## config.mk

```make
export PLATFORM = sky130hd
export DESIGN_NAME = mbuf_load_sched
export DESIGN_NICKNAME = d
export VERILOG_FILES = /design/src/rtl/mbuf_load_sched.sv
export SDC_FILE = /design/constraint.sdc
export NUM_CORES = 1
export LEC_CHECK = 0
export ABC_AREA = 1
export CAP_MARGIN = 20
export CORE_MARGIN = 2
export CORE_UTILIZATION = 30
export DETAILED_ROUTE_END_ITERATION = 6
export PLACE_DENSITY = 0.66
export SYNTH_ARGS = -nofsm -noshare
export SYNTH_HDL_FRONTEND = slang
export SYNTH_SLANG_ARGS = --single-unit
```

## constraint.sdc

```tcl
create_clock -name clk -period 4.38 [get_ports clk]
set_input_delay 0.876 -clock clk [delete_from_list [all_inputs] [get_ports clk]]
set_output_delay 0.876 -clock clk [all_outputs]
set_load 0.02 [all_outputs]
```

## src/rtl/mbuf_load_sched.sv

```systemverilog
// mbuf_load_sched
// Load scheduler for the main operand buffer. Per job it pulls the weight group
// and the bias group once from the input stream. It then alternates between
// loading one IFM window group and issuing that window to the PE array, until
// num_windows windows have been consumed.
//
// Ports:
//   clk, rst_n          clock, asynchronous active-low reset
//   start, num_windows  job start pulse (sampled in idle) and window count
//   busy, done          job in progress / one-cycle end-of-job pulse
//   in_valid, in_ready  input stream handshake
//   in_data             input stream word
//   sel                 group code of the word on wr_data (00 = no write)
//   wr_en_ifm/wgt/bias  per-buffer write strobes, one cycle after the transfer
//   wr_data, wr_idx     registered word and its index within the group
//   window_valid/ready  window handshake with the PE array
//   window_count        windows consumed so far in the current job
module mbuf_load_sched #(
    parameter int unsigned DATA_WIDTH = 32,
    parameter int unsigned IFM_WORDS  = 3,
    parameter int unsigned WGT_WORDS  = 3,
    parameter int unsigned BIAS_WORDS = 1,
    parameter int unsigned CNT_WIDTH  = 16
) (
    input  logic                  clk,
    input  logic                  rst_n,
    input  logic                  start,
    input  logic [CNT_WIDTH-1:0]  num_windows,
    output logic                  busy,
    output logic                  done,
    input  logic                  in_valid,
    output logic                  in_ready,
    input  logic [DATA_WIDTH-1:0] in_data,
    output logic [1:0]            sel,
    output logic                  wr_en_ifm,
    output logic                  wr_en_wgt,
    output logic                  wr_en_bias,
    output logic [DATA_WIDTH-1:0] wr_data,
    output logic [3:0]            wr_idx,
    output logic                  window_valid,
    input  logic                  window_ready,
    output logic [CNT_WIDTH-1:0]  window_count
);

    localparam logic [1:0] SEL_NONE = 2'b00;
    localparam logic [1:0] SEL_IFM  = 2'b01;
    localparam logic [1:0] SEL_WGT  = 2'b10;
    localparam logic [1:0] SEL_BIAS = 2'b11;

    typedef enum logic [2:0] {
        StIdle,
        StLoadWgt,
        StLoadBias,
        StLoadIfm,
        StIssue,
        StDone
    } state_e;

    state_e                state_q, state_d;
    logic [3:0]            word_cnt_q, word_cnt_d;
    logic [CNT_WIDTH-1:0]  num_q, num_d;
    logic [CNT_WIDTH-1:0]  win_cnt_q, win_cnt_d;
    logic [CNT_WIDTH-1:0]  win_cnt_inc;
    logic [1:0]            sel_q, sel_d;
    logic [DATA_WIDTH-1:0] wr_data_q;
    logic [3:0]            wr_idx_q;

    logic                  transfer;
    logic                  last_word;
    logic [1:0]            grp_sel;
    logic [3:0]            grp_last;

    // Output decodes; everything here comes straight from registers.
    assign busy         = (state_q != StIdle);
    assign done         = (state_q == StDone);
    assign window_valid = (state_q == StIssue);
    assign in_ready     = (state_q == StLoadWgt) || (state_q == StLoadBias) ||
                          (state_q == StLoadIfm);
    assign transfer     = in_valid && in_ready;
    assign win_cnt_inc  = win_cnt_q + CNT_WIDTH'(1);

    assign sel          = sel_q;
    assign wr_en_ifm    = (sel_q == SEL_IFM);
    assign wr_en_wgt    = (sel_q == SEL_WGT);
    assign wr_en_bias   = (sel_q == SEL_BIAS);
    assign wr_data      = wr_data_q;
    assign wr_idx       = wr_idx_q;
    assign window_count = win_cnt_q;

    // Group code and last-word index for the group being loaded.
    always_comb begin
        grp_sel  = SEL_NONE;
        grp_last = '0;
        unique case (state_q)
            StLoadWgt: begin
                grp_sel  = SEL_WGT;
                grp_last = 4'(WGT_WORDS - 1);
            end
            StLoadBias: begin
                grp_sel  = SEL_BIAS;
                grp_last = 4'(BIAS_WORDS - 1);
            end
            StLoadIfm: begin
                grp_sel  = SEL_IFM;
                grp_last = 4'(IFM_WORDS - 1);
            end
            default: begin
                grp_sel  = SEL_NONE;
                grp_last = '0;
            end
        endcase
    end

    assign last_word = (word_cnt_q == grp_last);

    // Next-state logic.
    always_comb begin
        state_d    = state_q;
        word_cnt_d = word_cnt_q;
        num_d      = num_q;
        win_cnt_d  = win_cnt_q;
        sel_d      = transfer ? grp_sel : SEL_NONE;

        unique case (state_q)
            StIdle: begin
                if (start) begin
                    num_d     = num_windows;
                    win_cnt_d = '0;
                    state_d   = StLoadWgt;
                end
            end
            StLoadWgt: begin
                if (transfer && last_word) begin
                    state_d = StLoadBias;
                end
            end
            StLoadBias: begin
                if (transfer && last_word) begin
                    state_d = (num_q == '0) ? StDone : StLoadIfm;
                end
            end
            StLoadIfm: begin
                if (transfer && last_word) begin
                    state_d = StIssue;
                end
            end
            StIssue: begin
                if (window_ready) begin
                    win_cnt_d = win_cnt_inc;
                    // Weights and bias stay resident: go back for the next IFM only.
                    state_d   = (win_cnt_inc == num_q) ? StDone : StLoadIfm;
                end
            end
            StDone: begin
                state_d = StIdle;
            end
            default: begin
                state_d = StIdle;
            end
        endcase

        if (transfer) begin
            word_cnt_d = word_cnt_q + 4'd1;
        end
        // The word counter restarts on every state change.
        if (state_d != state_q) begin
            word_cnt_d = '0;
        end
    end

    always_ff @(posedge clk or negedge rst_n) begin
        if (!rst_n) begin
            state_q    <= StIdle;
            word_cnt_q <= '0;
            num_q      <= '0;
            win_cnt_q  <= '0;
            sel_q      <= SEL_NONE;
        end else begin
            state_q    <= state_d;
            word_cnt_q <= word_cnt_d;
            num_q      <= num_d;
            win_cnt_q  <= win_cnt_d;
            sel_q      <= sel_d;
        end
    end

    // Write data and index only move on a transfer; sel qualifies them.
    always_ff @(posedge clk or negedge rst_n) begin
        if (!rst_n) begin
            wr_data_q <= '0;
            wr_idx_q  <= '0;
        end else if (transfer) begin
            wr_data_q <= in_data;
            wr_idx_q  <= word_cnt_q;
        end
    end

endmodule

```

* Word-level counts from Yosys, hierarchy flattened
Cells that the tools add are included.
** Word-level totals
- Register bits :: 77
- Bits of input ports :: 53
- Logic and storage cells :: 50
** Cells by class
- Add/sub/neg operators :: 2
- Equality and inequality tests :: 13
- Multiplexer cells :: 16
- Reductions and logical operators :: 12
** Operators by type and width (count)
- 2-to-1 mux 16 bit :: 2
- case mux 16 bit (2 select lines) :: 1
- 2-to-1 mux 3 bit :: 7
- adder 16 x 1 -> 16 bit (second input constant) :: 1
- == test 16 bit :: 1
- zero test 16 bit :: 1
- case mux 3 bit (5 select lines) :: 1
- 2-to-1 mux 4 bit :: 2
- == test 3 x 2 -> 1 bit (second input constant) :: 2
- == test 3 bit (second input constant) :: 2
- case mux 2 bit (3 select lines) :: 1
- adder 4 x 1 -> 4 bit (second input constant) :: 1
- == test 2 bit (second input constant) :: 2
- == test 4 bit :: 1
- 2-to-1 mux 2 bit :: 2
- nonzero test 2 bit :: 2
- == test 3 x 1 -> 1 bit (second input constant) :: 1
- zero test 3 bit :: 1
- != test 3 bit :: 1
- AND reduction 3 bit :: 1
- nonzero test 3 bit :: 1
- == test 2 x 1 -> 1 bit (second input constant) :: 1
- logical AND 1 bit :: 2
- logical OR 1 bit :: 2
- 4 further kinds :: 4

* Depth between registers and ports, before layout
Gate-level depths: netlist of the first run.
- Word-level depth :: 9
- Gate-level depth with buffers :: 17

* Worst setup path after synthesis of the first run
No wires, ideal clock.
- Path kind :: register to register
- Start point :: register win_cnt_q[1], in the netlist window_count[1]
- End point :: register word_cnt_q[0]
- Setup time :: 0.072 ns
- Arrival time :: 1.891 ns
- Data required time :: 4.308 ns
- Setup slack :: 2.417 ns
- Cell stages (with the launch flop) :: 18
- Path buffers :: 0
- Path through :: dfrtp_1 > ha_1 > nand2_2 > nor2_4 > nand2_1 > nand2_1 > nand2_1 > nand2_1 > nand2_1 > nor2_1 > nand2_1 > nor2_1 > nand3_1 > nand2_2 > nand2_2 > nand2_2 > nand3_2 > nor2_1
** Between the ends
- Word-level cells in the longest chain between the ends :: 7
- Elaborated cells between the ends (all ways) :: 8
** RTL lines
- start: declaration :: RTL line 62 : logic [CNT_WIDTH-1:0] win_cnt_q, win_cnt_d;
- start signal: assignment :: RTL line 182 : win_cnt_q <= win_cnt_d;
- adder 16 x 1 -> 16 bit * :: RTL line 80 : assign win_cnt_inc = win_cnt_q + CNT_WIDTH'(1);
- == test 16 bit * :: RTL line 151 : state_d = (win_cnt_inc == num_q) ? StDone : StLoadIfm;
- 2-to-1 mux 3 bit * :: RTL line 151
- 2-to-1 mux 3 bit * :: RTL line 148 : if (window_ready) begin
- case mux 3 bit (5 select lines) * :: RTL line 124 : unique case (state_q)
- named net state_d[1] :: RTL line 59 : state_e state_q, state_d;
- != test 3 bit * :: RTL line 166 : if (state_d != state_q) begin
- 2-to-1 mux 4 bit or nonzero test 2 bit (tied branches)
- end signal: assignment :: RTL line 180 : word_cnt_q <= word_cnt_d;
- end: declaration :: RTL line 60 : logic [3:0] word_cnt_q, word_cnt_d;
The timed path passes the listed nets; every way through them passes the cells marked *.
A chain may end at the register's enable or synchronous reset.

* Worst setup path in the final report of the first run
- Start point :: input port in_valid
- End point :: register word_cnt_q[3]
** Between the ends
- Word-level cells in the longest chain between the ends :: 6
- Elaborated cells between the ends (all ways) :: 9
** RTL lines
- start: declaration :: RTL line 31 : input logic in_valid,
- logical AND 1 bit * :: RTL line 79 : assign transfer = in_valid && in_ready;
- logical AND 1 bit * :: RTL line 133, 138, 143
- 2-to-1 mux 3 bit (on tied branches) :: RTL line 143, 133, 138
- case mux 3 bit (5 select lines) * :: RTL line 124
- named net state_d[0] :: RTL line 59
- != test 3 bit * :: RTL line 166
- 2-to-1 mux 4 bit or nonzero test 2 bit (tied branches)
Marked as above.

==> impl_results.md, run 1 <==
* Area share of the largest cell type after synthesis at 0.493
* Routability congestion estimate from global placement at 0.847
* Post-synth net total at 572
* Antenna diodes at 0
* Worst-Margin Slew at 0.965 ns
* GRT Overall Usage at 0.153
* Utilization after layout at 0.434
* Xor/xnor cell area share of the yosys netlist at 0.00897
* Distinct cells, synth at 32
* Drt via density at 4.60
* Synth area leader: dfrtp_1
* Num Clock Sinks at 77
* Status: complete, no violations
* Max Fclk at 0.333 GHz
* Die height at 118 um
* GRT met3 Usage at 0.0460
* Nets@finish at 683
* Critical-path cell list: clkdlybuf4s50_1 -> nand2_4 -> inv_2 -> nand3_1 -> inv_2 -> nor2_1 -> inv_1 -> nand3_1 -> o21ai_0 -> nand3_2 -> nor2_1
* Die Width at 118 um
* Synth area leaders: dfrtp_1 (49%), nand2_1 (19%), nand3_1 (5.5%)
* Post-DP HPWL at 7.74 mm
* GRT Max-Usage Layer: met2
* Core Region at 12700 sq um
* Post-synth EDFFs at 0
* CP required at 4.64 ns
* Cells after synthesis at 517
* Syn Area/Cell at 7.56 sq um
* Hold-fix buffers at CTS at 0
* CTS resizes at 0
* CP max FO at 42
* Adder-Cell Fraction of Synth Area at 0.00640
* Crit Path Category: in -> reg
* Synth Area in Compound Gates at 0.0564
* Initial Utilization at 0.308
* RSZ-0062 raised after global routing: false
* DRT iter0 DRCs at 261
* Cts bufs inserted at 9
* Commonest non-fill, non-tap cell in the layout: nand2_1
* CTS max path bufs at 2
* Met1 Track Usage GR at 0.201
* VDD IR max at 0.000425 V
* Clk slew on worst S/H paths at 0.06 ns
* Synth Warn # at 0
* Largest net degree at the start of global routing at 78
* DR WL/cell at 13.2 um
* Share of cells above drive strength 1 at 0.0648
* Synth Area in Simple Gates at 0.355
* TritonCTS clock tree: yes
* Initial antenna violation count at 0
* Worst Hold Class: reg -> reg
* Port Buffer Count at 113
* Clock skew at 0.0106 ns
* Crit end category: register
* Clock Tree Root: clkbuf_16
* Die ar. at 14000 sq um
* Ports at 114
* Final worst path period need at 3.00 ns
* M2 GR Usage at 0.241
* Filler cell count at 1270
* Max-cap violation count at 0
* Post-CTS setup buffers at 0
* Max-slew headroom at 0.357
* Final WL at 10.6 mm
* Power per standard cell area at 594 nW/um^2
* P_leak at 2.57 nW
* # rows at 41
* Mapped Area at 3910 sq um
* Gr ovfl total at 0
* FFs w/ async S/R, synth at 1.00
* Final period utilization at 0.685
* Post-synthesis register bit count at 77
* Most frequent cells in the layout: nand2_1 (193), clkdlybuf4s50_1 (112), dfrtp_1 (77)
* Area growth, synth to finish at 40.8%
* Worst path bufs/invs at 4
* Most used flip-flop cell after synthesis: dfrtp_1
* First drt pass iteration count at 5
* Antenna viol nets, final at 0
* Largest stage delay, worst path at 0.56 ns
* H-tree depth at 3
* Setup TNS at 0 ns
* First-pass GRT wire length at 17.3 mm
* Slowest CP cell: inv_2
* CP delay by family, top: buffers and inverters
* Vias in the first global route at 3660
* Slew Limit Fails at 0
* WP data arrival at 3.26 ns
* Vias at 3700
* Largest family of logic cells by synthesized area: simple AND/OR/NAND/NOR gates
* Sequential fraction of the synthesis area at 0.493
* Final Setup Violations at 0
* Multiplexer area fraction after synthesis at 0.00576
* Final hold vios at 0
* DRC violation count after routing at 0
* Overall power at 3.27 mW
* Startpoint types: input port
* Clock latency on the worst-skew pair at 0.33 ns
-- cells by family (layout without fill, tap and decap cells) --
group | Yosys count | in the layout
AOI/OAI and AO/OA | 40 | 40
xor gates and xnor gates | 4 | 4
adders and majority gates | 2 | 2
buffers and inverters | 70 | 186
DFF | 77 | 77
muxes | 2 | 2
and+or+nand+nor | 322 | 322
-- final timing paths --
path                             from  cells past startpoint  slack [ns]       endpoint
hold reg to reg             wr_idx[0]                      2        0.48      wr_idx[0]
max in group asynchronous       rst_n                      1        3.07      num_q[12]
min in group asynchronous       rst_n                      1        0.70    wr_data[14]
hold / removal              wr_idx[0]                      2        0.48      wr_idx[0]
setup / recovery             in_valid                     11        1.38  word_cnt_q[3]
setup reg to reg           state_q[1]                     12        1.59  word_cnt_q[3]
-- routing by layer --
layer,vias to the layer above,share of wire,wire length (um)
li1,1860,-,-
met1,1694,0.46,4840
met4,0,0.020,213
met5,-,0,0
met2,129,0.45,4770
met3,17,0.072,762
-- worst register-to-register path, delay by kind of cell, from the launching register on --
family	cells	cell delay, ns
DFF	1	0.46
AOI/OAI and AO/OA	1	0.13
and+or+nand+nor	7	1.50
buffers and inverters	4	0.61
-- cell usage after synthesis (2+ instances only) --
cell type / count
nor2_2: 4
inv_1: 53
ha_1: 2
clkbuf_8: 2
o21ai_0: 15
nand4_1: 14
xor2_1: 4
inv_2: 3
o22ai_1: 5
mux2_2: 2
a21oi_1: 14
nor2_1: 46
buf_1: 2
nor3_1: 4
clkbuf_1: 9
nor2_4: 4
nor4_1: 2
nand2_2: 8
nand3_1: 43
nand2_1: 193
dfrtp_1: 77
-- metrics by stage --
| step | instance area [sq um] | instances | hold slack [ns] | worst slack (ns) |
|---|---|---|---|---|
| 3_3_place_gp | 5180 | 789 | 0.462 | 1.17 |
| 6_report | 5500 | 805 | 0.477 | 1.38 |
| 4_1_cts | 5500 | 805 | 0.482 | 1.35 |
| 5_1_grt | 5500 | 805 | 0.503 | 1.08 |
| 3_5_place_dp | 5180 | 789 | 0.465 | 1.01 |
| 2_1_floorplan | 3910 | 517 | 0.484 | 2.42 |
-- area by class of cell --
type / instances / area, sq um / area share
sequential: 77 / 1930 / 0.350
multi-input combinational: 370 / 1690 / 0.307
inverter: 56 / 210 / 0.0382
tap: 172 / 215 / 0.0391
clock buffer: 10 / 229 / 0.0416
clock inverter: 6 / 93.8 / 0.0171
timing repair buffer: 114 / 1140 / 0.207
-- flip-flops by register name, indices dropped and copies added (netlist names) --
register and count:
sel 2, num_q 16, window_count 16, wr_idx 4
wr_data 32, state_q 3, word_cnt_q 4
-- where the power goes --
group	switching, mW	leakage, nW	internal (mW)	total, mW
logic	0.759	1.45	0.563	1.32
registers	0.177	0.967	0.963	1.14
clock network	0.304	0.154	0.504	0.808
total	1.24	2.57	2.03	3.27
No activity file was read; power rests on OpenSTA's default activity.
==> inputs of run 2 (changes only) <==
==> constraint.sdc (replaced) <==
create_clock -name clk -period 2.8 [get_ports clk]
set_input_delay 0.56 -clock clk [delete_from_list [all_inputs] [get_ports clk]]
set_output_delay 0.56 -clock clk [all_outputs]
set_load 0.02 [all_outputs]
==> run 2 against run 1 <==
  * Clock skew decreased by 0.0056 ns
  * Via count increased by 1.5%
  * Die area unchanged
  * Sequential share of layout area decreased by 0.21 points
  * Flip-flop and latch count unchanged
  * Non-clock buffer count increased by 6
  * Clock-buffer cell count increased by 1
  * First-iteration DRC count decreased by 18%
  * Highest routed layer unchanged
  * Sequential power increased by 56%
  * Global-route usage increased by 0.70 points
  * Combinational power increased by 60%
  * Critical path depth decreased by 7
==> impl_results.md, run 2 (synthesis results as in run 1) <==
* P_leak at 2.60 nW (+1.1%)
* Die ar. at 14000 sq um (unchanged)
* # rows at 41 (unchanged)
* Routability congestion estimate from global placement at 0.859 (+1.4%)
* Status: complete, no violations
* CTS resizes at 0 (unchanged)
* Crit end category: output pin
* GRT Overall Usage at 0.160 (+0.00702)
* Die height at 118 um (unchanged)
* Commonest non-fill, non-tap cell in the layout: nand2_1
* Final worst path period need at 2.48 ns
* DRT iter0 DRCs at 215 (-18%)
* TritonCTS clock tree: yes
* Crit Path Category: reg -> out
* Worst-Margin Slew at 0.408 ns (-0.557 ns)
* Post-DP HPWL at 7.83 mm (+1.1%)
* Max reg flops at 32 (unchanged)
* Initial Utilization at 0.308 (unchanged)
* Final Setup Violations at 0 (unchanged)
* First drt pass iteration count at 4 (-1)
* CP most frequent cell: nor2_1
* Clock Tree Root: clkbuf_16
* Antenna viol nets, final at 0 (unchanged)
* Filler cell count at 1248 (-1.7%)
* Worst Hold Class: in -> async
* Most frequent cells in the layout: nand2_1 (193), clkdlybuf4s50_1 (112), dfrtp_1 (77)
* Largest stage delay, worst path at 0.67 ns (+0.11 ns)
* Vias in the first global route at 3714 (+1.5%)
* Gr ovfl total at 0 (unchanged)
* WP data arrival at 1.92 ns (-1.34 ns)
* Max Fclk at 0.404 GHz
* Drt via density at 4.64 (+0.91%)
* Antenna diodes at 0 (unchanged)
* VDD IR max at 0.000504 V (+18%)
* DR WL/cell at 13.4 um (+2.2%)
* Post-CTS setup buffers at 0 (unchanged)
* Slew Limit Fails at 0 (unchanged)
* Die Width at 118 um (unchanged)
* H-tree depth at 3 (unchanged)
* DRC violation count after routing at 0 (unchanged)
* Post-Place Worst Slack at 0.465 ns (-0.545 ns)
* Clock skew at 0.00495 ns (-0.00565 ns)
* Initial antenna violation count at 0 (unchanged)
* First-pass GRT wire length at 18.1 mm (+4.1%)
* Clock latency on the worst-skew pair at 0.34 ns (about the same)
* Slowest CP cell: clkdlybuf4s50_1
* CTS max path bufs at 2 (unchanged)
* Startpoint types: register
* Final period utilization at 0.884
* RSZ-0062 raised after global routing: false
* Num Clock Sinks at 77 (unchanged)
* Final hold slack at 0.0231 ns (-0.454 ns)
* Clk slew on worst S/H paths at 0.06 ns (about the same)
* Share of cells above drive strength 1 at 0.0721 (+0.00733)
* Final WS setup at 0.325 ns (-1.06 ns)
* Core Region at 12700 sq um (unchanged)
* Largest net degree at the start of global routing at 78 (unchanged)
* Port Buffer Count at 113 (unchanged)
* Vias at 3757 (+1.5%)
* Final hold vios at 0 (unchanged)
* Critical-path cell list: nor2_1 -> inv_1 -> nor2_1 -> clkdlybuf4s50_1
* Final WL at 10.9 mm (+2.8%)
* Nets@finish at 689 (+0.88%)
* Cts bufs inserted at 9 (unchanged)
* CP required at 2.24 ns (-2.40 ns)
* Sequential Area at 1930 sq um (unchanged)
* Setup TNS at 0 ns (unchanged)
* Power per standard cell area at 916 nW/um^2 (+54%)
* Max-slew headroom at 0.728 (+0.371)
* Multi-input combinational cell area at 1690 sq um (unchanged)
* Ports at 114 (unchanged)
* Area growth, synth to finish at 41.7%
* Max-cap violation count at 0 (unchanged)
* Hold-fix buffers at CTS at 0 (unchanged)
* CP max FO at 8 (-81%)
## run 2: cell count changes in the layout (fill, tap and decap cells not counted)
cell,change
clkinv_2,+2
bufinv_16,-1
clkbuf_8,+1
clkinvlp_4,-1
buf_16,+1
buf_4,+5
inv_6,-2
## run 2: power by group
part | leakage [nW] | internal [mW] | switching, mW | total [mW]
registers | 0.967 | 1.51 | 0.277 | 1.78
clock network | 0.145 | 0.709 | 0.464 | 1.17
logic | 1.49 | 0.908 | 1.20 | 2.11
## run 2: final cells by class
type	instances	area share
clock buffer	11	0.0439
tap	172	0.0389
timing repair buffer	120	0.217
clock inverter	4	0.00882
inverter	56	0.0380
multi-input combinational	370	0.305
sequential	77	0.348
## run 2: worst max-delay path: cells and delay by family (launching register included)
family                 cells  cell delay (ns)
buffers and inverters      2             0.73
DFF                        1             0.46
and+or+nand+nor            2             0.39
## run 2: path summary, 6_finish.rpt
kind                                 start       endpoint  slack, ns  depth (start not counted)
hold / removal                       rst_n    wr_data[14]       0.02                          1
setup reg to reg           window_count[1]  word_cnt_q[2]       0.61                         15
setup / recovery                state_q[1]   window_valid       0.32                          4
hold reg to reg                wr_data[20]    wr_data[20]       0.48                          2
min in group clk               wr_data[20]    wr_data[20]       0.48                          2
max in group asynchronous            rst_n       num_q[9]       2.22                          2
## run 2: per-layer routing
metal  share of wire  GRT usage  vias up  routed length, um
met2            0.48      0.262      121               5230
li1                -          -     1865                  -
met4           0.010     0.0414        0                113
met1            0.43      0.202     1756               4710
met5               0          0        -                  0
met3           0.077     0.0567       15                838
## run 2: through the flow
stage | total power [mW] | area [sq um] | instances | utilization
after floorplan | 2.96 | 3910 | 517 | -
after global placement | 3.88 | 5220 | 794 | 0.412
after detailed placement | 3.91 | 5220 | 794 | 0.412
after CTS | 5.12 | 5510 | 809 | 0.435
after global routing | 5.40 | 5540 | 810 | 0.437
final | 5.07 | 5540 | 810 | 0.437
==> RTL edit: new RTL, settings of run 2 <==
Re-encode `state_e` (6 states) as one-hot, 6 bits wide.
--- a/src/rtl/mbuf_load_sched.sv
+++ b/src/rtl/mbuf_load_sched.sv
@@ -47,13 +47,13 @@
     localparam logic [1:0] SEL_WGT  = 2'b10;
     localparam logic [1:0] SEL_BIAS = 2'b11;
 
-    typedef enum logic [2:0] {
-        StIdle,
-        StLoadWgt,
-        StLoadBias,
-        StLoadIfm,
-        StIssue,
-        StDone
+    typedef enum logic [5:0] {
+        StIdle     = 6'b000001,
+        StLoadWgt  = 6'b000010,
+        StLoadBias = 6'b000100,
+        StLoadIfm  = 6'b001000,
+        StIssue    = 6'b010000,
+        StDone     = 6'b100000
     } state_e;
 
     state_e                state_q, state_d;
Formal check against the unedited RTL: same outputs for any inputs over 10 cycles, from zero or initial values and one cycle with rst_n low; not proved beyond that.
==> RTL edit against run 2 <==
Sequential cell count up 3; synthesized area rose by 6.8%; wire length grew 4.0%; register-to-register slack improved by 40 ps; clock skew down 0.78 ps; final cell count is 4.6% higher; clock power up 10%; total power is 2.9% lower; design area rose by 5.3%; count of clock-buffer cells in the layout down 2; worst setup slack lost 180 ps; critical path depth increased by 2.
==> RTL edit: results (changes against run 2) <==
----------------------------------------------------
[STA]
  Clk_skew ... 4.16 ps (was 4.95 ps)
  Worst relative slew slack ... 0.599 (was 0.728)

[Status]
  Outcome ... complete, no violations (unchanged)

[Global route]
  GR Layer Usage met2 ... 0.254 (was 0.262)
  Vias in the first global route ... 3,954 (was 3,714)
  First-pass GRT wire length ... 18.6 mm (was 18.1 mm)
  Maximum number of pins on one net before global-route repair ... 47 (was 78)

[Final layout]
  Total number of multi-input combinational cells ... 396 (was 370)
  Final-layout fill cell count ... 1,345 (was 1,248)
  Fraction of final layout cells sized beyond drive strength 1 ... 0.0855 (was 0.0721)
  Total of plain and repair buffers excluding clock buffers ... 119 (was 120)
  Sequential portion of the cell area ... 0.344 (was 0.348)

[Yosys]
  Post-synthesis sequential area ratio ... 0.480 (was 0.493)
  Syn_nets ... 599 (was 572)
  Ranking of synthesized cells by area ... sky130_fd_sc_hd__dfrtp_1 (47%), sky130_fd_sc_hd__nand2_1 (19%), sky130_fd_sc_hd__nand3_1 (5.5%) (was sky130_fd_sc_hd__dfrtp_1 (49%), sky130_fd_sc_hd__nand2_1 (19%), sky130_fd_sc_hd__nand3_1 (5.5%))

[Detailed routing]
  Sum of routed wire segments on met1 ... 5.12 mm (was 4.71 mm)
  Met2 Routed Length ... 5.42 mm (was 5.23 mm)
  Via-to-Cell Ratio ... 4.67 (was 4.64)

[Placed design]
  Placer's final routability congestion estimate ... 0.851 (was 0.859)

[Setup path]
  Max FO, Critical Path ... 4 (was 8)
  Slowest stage delay, CP ... 620 ps (was 670 ps)
  Kind of cell with the highest combined delay on the critical path ... simple AND/OR/NAND/NOR gates (was buffers and inverters)

[Pwr]
  Largest voltage drop on the vdd net ... 0.324 mV (was 0.504 mV)
  Combinational cell fraction of total power ... 0.384 (was 0.417)
  Switching Share ... 0.370 (was 0.384)

----------------------------------------------------
==> RTL edit: kinds of logic (layout without fill, tap and decap cells) <==
logic type	after synthesis	count (layout)	share of synthesized area
compound gates	44	44	0.0602
xor+xnor	2	2	0.00420
fa+ha+maj	2	2	0.00599
buf+inv	68	191	0.0689
flops	80	80	0.480
mux	1	1	0.00270
simple gates	347	347	0.378
==> RTL edit: metrics by stage <==
| step | setup slack [ps] | instances | instance area, um^2 | hold WS (ps) |
|---|---|---|---|---|
| after global routing | 31.5 | 847 | 5830 | 276 |
| after global placement | 583 | 831 | 5500 | 464 |
| final | 141 | 847 | 5830 | 219 |
| after detailed placement | 474 | 831 | 5500 | 465 |
| after floorplan | 968 | 544 | 4170 | 264 |
| after CTS | 108 | 847 | 5830 | 249 |
==> RTL edit: final timing paths <==
check                                   startpoint                      endpoint  slack, ps  cells after the start
setup / recovery              state_q[5]$_DFF_PN0_                      in_ready        140                      6
hold / removal                               rst_n  window_count[12]$_DFFE_PN0P_        220                      1
setup reg to reg              state_q[5]$_DFF_PN0_     word_cnt_q[3]$_DFFE_PN0P_        650                     12
hold reg to reg            wr_data[20]$_DFFE_PN0P_       wr_data[20]$_DFFE_PN0P_        480                      2
max in group asynchronous                    rst_n       wr_data[14]$_DFFE_PN0P_       1860                      2
min in group clk           wr_data[20]$_DFFE_PN0P_       wr_data[20]$_DFFE_PN0P_        480                      2
==> RTL edit: power groups by stage <==
stage | clock network, uW | registers [uW] | logic (uW)
after floorplan | 0 | 1990 | 840
after global placement | 0 | 1750 | 1870
after detailed placement | 0 | 1760 | 1900
after CTS | 1320 | 1740 | 1910
after global routing | 1380 | 1790 | 2070
final | 1290 | 1740 | 1890
